File: src/rtl/fp_addsub_unpack.sv
// Operand front end for the FP add/sub datapath: folds subtraction into B's sign,
// orders the operands by magnitude and aligns exponents over a 2-stage pipeline.
module fp_addsub_unpack #(
    parameter int EXP_W = 8,
    parameter int MAN_W = 23
) (
    input  logic               clk,
    input  logic               rst,
    input  logic               in_valid,
    output logic               in_ready,
    input  logic [EXP_W+MAN_W:0] in_a,
    input  logic [EXP_W+MAN_W:0] in_b,
    input  logic               in_sub,
    output logic               out_valid,
    input  logic               out_ready,
    output logic               sa,
    output logic               sb,
    output logic               flag_1_a,
    output logic               flag_1_b,
    output logic               flag_0_a,
    output logic               flag_0_b,
    output logic [MAN_W:0]     man_a,
    output logic [MAN_W:0]     man_b,
    output logic [EXP_W-1:0]   exp_a,
    output logic [EXP_W-1:0]   shift,
    output logic               swapped
);

    localparam logic [EXP_W-1:0] SHIFT_MAX = EXP_W'(MAN_W + 3);
    localparam logic [EXP_W-1:0] EXP_ONE   = EXP_W'(1);

    typedef struct packed {
        logic             sign_a;
        logic             sign_b;
        logic [EXP_W-1:0] exp_a;
        logic [EXP_W-1:0] exp_b;
        logic [MAN_W-1:0] man_a;
        logic [MAN_W-1:0] man_b;
        logic             inf_a;
        logic             inf_b;
        logic             den_a;
        logic             den_b;
        logic             swap;
    } s1_t;

    typedef struct packed {
        logic             sa;
        logic             sb;
        logic             f1a;
        logic             f1b;
        logic             f0a;
        logic             f0b;
        logic [MAN_W:0]   man_a;
        logic [MAN_W:0]   man_b;
        logic [EXP_W-1:0] exp_a;
        logic [EXP_W-1:0] shift;
        logic             swapped;
    } s2_t;

    logic             s1_valid_q, s1_valid_d;
    logic             s2_valid_q, s2_valid_d;
    s1_t              s1_q, s1_d;
    s2_t              s2_q, s2_d;
    logic             s1_adv, s2_adv;
    logic [EXP_W-1:0] hi_exp, lo_exp, hi_eff, lo_eff, diff;
    logic [MAN_W-1:0] hi_man, lo_man;

    always_comb begin
        s2_adv   = !s2_valid_q || out_ready;
        s1_adv   = !s1_valid_q || s2_adv;
        in_ready = s1_adv;

        // NOTE: every always_comb output is defaulted first so no path can infer a latch.
        s1_valid_d = s1_adv ? in_valid : s1_valid_q;
        s1_d       = s1_q;
        if (in_valid && s1_adv) begin
            s1_d.sign_a = in_a[EXP_W+MAN_W];
            s1_d.sign_b = in_b[EXP_W+MAN_W] ^ in_sub;
            s1_d.exp_a  = in_a[MAN_W +: EXP_W];
            s1_d.exp_b  = in_b[MAN_W +: EXP_W];
            s1_d.man_a  = in_a[MAN_W-1:0];
            s1_d.man_b  = in_b[MAN_W-1:0];
            s1_d.inf_a  = &in_a[MAN_W +: EXP_W];
            s1_d.inf_b  = &in_b[MAN_W +: EXP_W];
            s1_d.den_a  = ~|in_a[MAN_W +: EXP_W];
            s1_d.den_b  = ~|in_b[MAN_W +: EXP_W];
            // Equal magnitudes keep the original order.
            s1_d.swap   = in_a[EXP_W+MAN_W-1:0] < in_b[EXP_W+MAN_W-1:0];
        end

        hi_exp = s1_q.swap ? s1_q.exp_b : s1_q.exp_a;
        lo_exp = s1_q.swap ? s1_q.exp_a : s1_q.exp_b;
        hi_man = s1_q.swap ? s1_q.man_b : s1_q.man_a;
        lo_man = s1_q.swap ? s1_q.man_a : s1_q.man_b;
        hi_eff = (hi_exp == '0) ? EXP_ONE : hi_exp;
        lo_eff = (lo_exp == '0) ? EXP_ONE : lo_exp;
        diff   = hi_eff - lo_eff;

        s2_valid_d = s2_adv ? s1_valid_q : s2_valid_q;
        s2_d       = s2_q;
        if (s2_adv && s1_valid_q) begin
            s2_d.sa      = s1_q.swap ? s1_q.sign_b : s1_q.sign_a;
            s2_d.sb      = s1_q.swap ? s1_q.sign_a : s1_q.sign_b;
            s2_d.f1a     = s1_q.swap ? s1_q.inf_b  : s1_q.inf_a;
            s2_d.f1b     = s1_q.swap ? s1_q.inf_a  : s1_q.inf_b;
            s2_d.f0a     = s1_q.swap ? s1_q.den_b  : s1_q.den_a;
            s2_d.f0b     = s1_q.swap ? s1_q.den_a  : s1_q.den_b;
            s2_d.man_a   = {hi_exp != '0, hi_man};
            s2_d.man_b   = {lo_exp != '0, lo_man};
            s2_d.exp_a   = hi_eff;
            s2_d.shift   = (diff > SHIFT_MAX) ? SHIFT_MAX : diff;
            s2_d.swapped = s1_q.swap;
        end
    end

    // NOTE: sequential state uses non-blocking assignments only, so all flops update together.
    always_ff @(posedge clk) begin
        if (rst) begin
            s1_valid_q <= 1'b0;
            s2_valid_q <= 1'b0;
            s1_q       <= '0;
            s2_q       <= '0;
        end else begin
            s1_valid_q <= s1_valid_d;
            s2_valid_q <= s2_valid_d;
            s1_q       <= s1_d;
            s2_q       <= s2_d;
        end
    end

    assign out_valid = s2_valid_q;
    assign sa        = s2_q.sa;
    assign sb        = s2_q.sb;
    assign flag_1_a  = s2_q.f1a;
    assign flag_1_b  = s2_q.f1b;
    assign flag_0_a  = s2_q.f0a;
    assign flag_0_b  = s2_q.f0b;
    assign man_a     = s2_q.man_a;
    assign man_b     = s2_q.man_b;
    assign exp_a     = s2_q.exp_a;
    assign shift     = s2_q.shift;
    assign swapped   = s2_q.swapped;

endmodule

File: config.mk
export PLATFORM = sky130hd
export DESIGN_NAME = fp_addsub_unpack
export DESIGN_NICKNAME = d
export VERILOG_FILES = /design/src/rtl/fp_addsub_unpack.sv
export SDC_FILE = /design/constraint.sdc
export NUM_CORES = 1
export LEC_CHECK = 0
export ABC_AREA = 1
export CORE_AREA = 3 3 153 155
export CTS_BUF_LIST = sky130_fd_sc_hd__clkbuf_2 sky130_fd_sc_hd__clkbuf_4 sky130_fd_sc_hd__clkbuf_8
export DETAILED_ROUTE_END_ITERATION = 6
export DIE_AREA = 0 0 156 158
export GPL_TIMING_DRIVEN = 0
export MAX_ROUTING_LAYER = met4
export PLACE_DENSITY = 0.62
export SYNTH_ARGS = -nofsm -noshare
export SYNTH_HDL_FRONTEND = slang
export SYNTH_SLANG_ARGS = --single-unit
File: constraint.sdc
create_clock -name clk -period 5.1 [get_ports clk]
set_input_delay 0.765 -clock clk [delete_from_list [all_inputs] [get_ports clk]]
set_output_delay 0.765 -clock clk [all_outputs]
set_load 0.1 [all_outputs]
==> results.json <==
{
  "synth.ff_latch_count": 142,
  "drt-vias-per-instance": 4.98,
  "antenna_cells_inserted": 0,
  "grt_antenna_before_repair": 0,
  "detail_route.first_pass.iterations": 5,
  "max_slew_margin_pct": 29.6,
  "place_congestion": 0.900,
  "remaining_drc_errors": 0,
  "synthesis.area_mm2": 0.00657,
  "worst_clock_skew_ns": 0.0102,
  "dp_hpwl_mm": 17.0,
  "final_cell_mix": "nand2_1 (194), dfxtp_1 (142), clkdlybuf4s50_1 (140), o21ai_0 (134), nor2_1 (78)",
  "cap_viol_max_count": 0,
  "clk_pin_slew_ns": 0.08,
  "synth_sequential_area_ratio_pct": 43.3,
  "yosysTopAreaCellShare_pct": 43.3,
  "worst_hold_startpoint": "shift[5]",
  "root_buffer": "clkbuf_8",
  "reg2reg_slack_ns": 1.84,
  "io_buffers": 140,
  "cts_tree": "yes",
  "synthTopCellsByArea": "dfxtp_1 (43%), nand2_1 (11%), o21ai_0 (10%)",
  "cp.arrival_ns": 2.53,
  "hold_path_end": "shift[5]",
  "die_h_um": 158,
  "final_layout_size_suffix_gt1_share_pct": 4.32,
  "synth_cells": 894,
  "post-synth-top-area-cell": "dfxtp_1",
  "floorplan.io_pins": 142,
  "cts-root-to-sink-buffers": 2,
  "track_usage_pct": 18.5,
  "pwr_density_cell_mw_per_mm2": 353,
  "ctsHoldBuffers": 0,
  "initial_utilization_pct": 29.9,
  "final_common_cell": "nand2_1",
  "timing.critical_path.slowest_stage_cell": "clkdlybuf4s50_1",
  "worst_hold_path.num_cells": 2,
  "area.growth.synth_to_final_pct": 33.4,
  "die_area_mm2": 0.0246,
  "finalHoldViolCount": 0,
  "final-max-slew-violation-count": 0,
  "cts_buffers": 17,
  "timing.setup.tns_ns": 0,
  "initialDrtViolationCount": 570,
  "classification_of_the_worst_slack_hold_path": "reg -> reg",
  "synth_nets": 1001,
  "routedWlPerCell_um": 16.6,
  "worst_ep_required_time_ns": 4.34,
  "ir_worst_vdd_mv": 0.135,
  "result_of_the_run": "finished, final reports clean",
  "worst_slack_ns": 1.81,
  "timing.critical_path.mode_cell": "clkdlybuf4s50_1",
  "power_leakage_nw": 3.52,
  "grt.overflow.total": 0,
  "routed-via-count": 6700,
  "dpl_worst_slack_ns": 1.80,
  "cp_peak_stage_delay_ns": 1.15,
  "finalCritPeriodShare_pct": 64.6,
  "rr_endpoint": "shift[2]",
  "grt_first_pass_wirelength_mm": 34.5,
  "final.fill_count": 2276,
  "synth-warning-count": 0,
  "crit_type": "in -> out",
  "timing.critical_path.cells": "clkdlybuf4s50_1, inv_1, nand3_1, clkdlybuf4s50_1",
  "ctsHtreeMaxLevel": 4,
  "rr_worst_depth": 22,
  "fmaxAchievable_mhz": 304,
  "cts_setup_buffers": 0,
  "rsz0062_at_grt": "no",
  "yosysUniqueCellTypes": 29,
  "p_total_mw": 3.09,
  "worstSetupStartpointType": "input pin",
  "finalSetupViolations": 0,
  "layout.nets": 1160,
  "grt_start_max_net_pins": 17,
  "finalCriticalPeriod_ns": 3.29,
  "rows": 54,
  "core_region_area_mm2": 0.0220,
  "insertion_delay_ns": 0.47,
  "detail_route.wirelength_mm": 22.3,
  "first_global_vias": 6379,
  "timing.rr.start": "s1_q[0]",
  "clock_sink_count": 142,
  "post_synth.cell_area_avg_um2": 7.35,
  "cp_endpoint_kind": "output pin",
  "die-width_um": 156,
  "detail-route-antenna-nets": 0,
  "critPathMaxFanout": 3,
  "cells_resized_by_post_cts_repair": 0,
  "worstMarginPinSlew_ns": 1.05
}
-- power by group --
group	switching [mW]	total, mW	internal [mW]
logic	0.598	0.848	0.250
registers	0.0545	1.24	1.18
clock network	0.503	1.01	0.503
total	1.16	3.09	1.94
-- through the flow --
| step | cells | hold WS [ns] | utilization [%] | instance area (µm²) |
|---|---|---|---|---|
| finish | 1346 | 0.442 | 39.9 | 8760 |
| global route | 1346 | 0.467 | 39.9 | 8760 |
| CTS | 1346 | 0.446 | 39.9 | 8760 |
| detailed placement | 1314 | 0.432 | 37.9 | 8320 |
| global placement | 1314 | 0.430 | 37.9 | 8320 |
| floorplan | 894 | 0.444 | - | 6570 |
-- worst max path at each step --
| stage | endpoint | start | slack (ns) | cells after the start |
|---|---|---|---|---|
| after floorplan | s1_q[59] | out_valid | 1.88 | 6 |
| after global placement | in_ready | out_ready | 1.80 | 4 |
| after detailed placement | in_ready | out_ready | 1.80 | 4 |
| after CTS | in_ready | out_ready | 1.81 | 4 |
| after global routing | shift[0] | s1_q[0] | 1.43 | 22 |
| final | in_ready | out_ready | 1.81 | 4 |
-- state kept, by name, indices dropped and copies added (netlist names) --
signal and count:
shift 8, flag_1_a 1, s1_q 69, man_a 24
swapped 1, s1_valid_q 1, man_b 24, exp_a 8
flag_1_b 1, flag_0_b 1, flag_0_a 1, sb 1
sa 1, out_valid 1
-- per-layer routing --
layer | part of all wire [%] | global-route usage (%)
met5 | 0 | -
met4 | 1.3 | 5.00
met3 | 5.8 | 3.31
met2 | 46 | 28.7
met1 | 47 | 25.0
-- final cells by class --
type | instances | area [µm²] | area share, %
Buffer | 58 | 240 | 2.74
Inverter | 68 | 255 | 2.91
Timing Repair Buffer | 140 | 1400 | 16.0
Multi-Input combinational cell | 626 | 3230 | 36.9
Clock inverter | 15 | 206 | 2.36
Clock buffer | 17 | 234 | 2.67
Sequential cell | 142 | 2840 | 32.4
Tap cell | 280 | 350 | 4.00
-- synthesized netlist by cell type --
cell        n
a211oi_1    3
a21oi_1    73
a22oi_1     1
a31oi_1    57
buf_4       2
buf_6       2
clkbuf_1   54
dfxtp_1   142
fa_1        1
ha_1       37
inv_1      67
inv_2       1
nand2_1   194
nand2_2     4
nand3_1    12
nand3b_1    1
nand4_1     6
nor2_1     78
nor2_2      1
nor2_4      1
nor3_1      5
nor4_1      4
o211ai_1    3
o21ai_0   134
o21ai_1     2
o21ai_2     3
o31ai_1     1
xnor2_1     3
xor2_1      2
-- cell families (layout without fill, tap and decap cells) --
logic type / Yosys count / count (layout) / synth area share [%]
simple gates: 306 / 306 / 18.5
compound gates: 277 / 277 / 22.7
flops: 142 / 142 / 43.3
buf+inv: 126 / 298 / 7.54
fa+ha+maj: 38 / 38 / 7.35
xor+xnor: 5 / 5 / 0.666
-- critical path, delay by kind of cell --
| kind | cells | cell delay, ns |
|---|---|---|
| AND/OR/NAND/NOR | 1 | 0.11 |
| buffers and inverters | 3 | 1.64 |
Power figures use the tool's default switching activity.
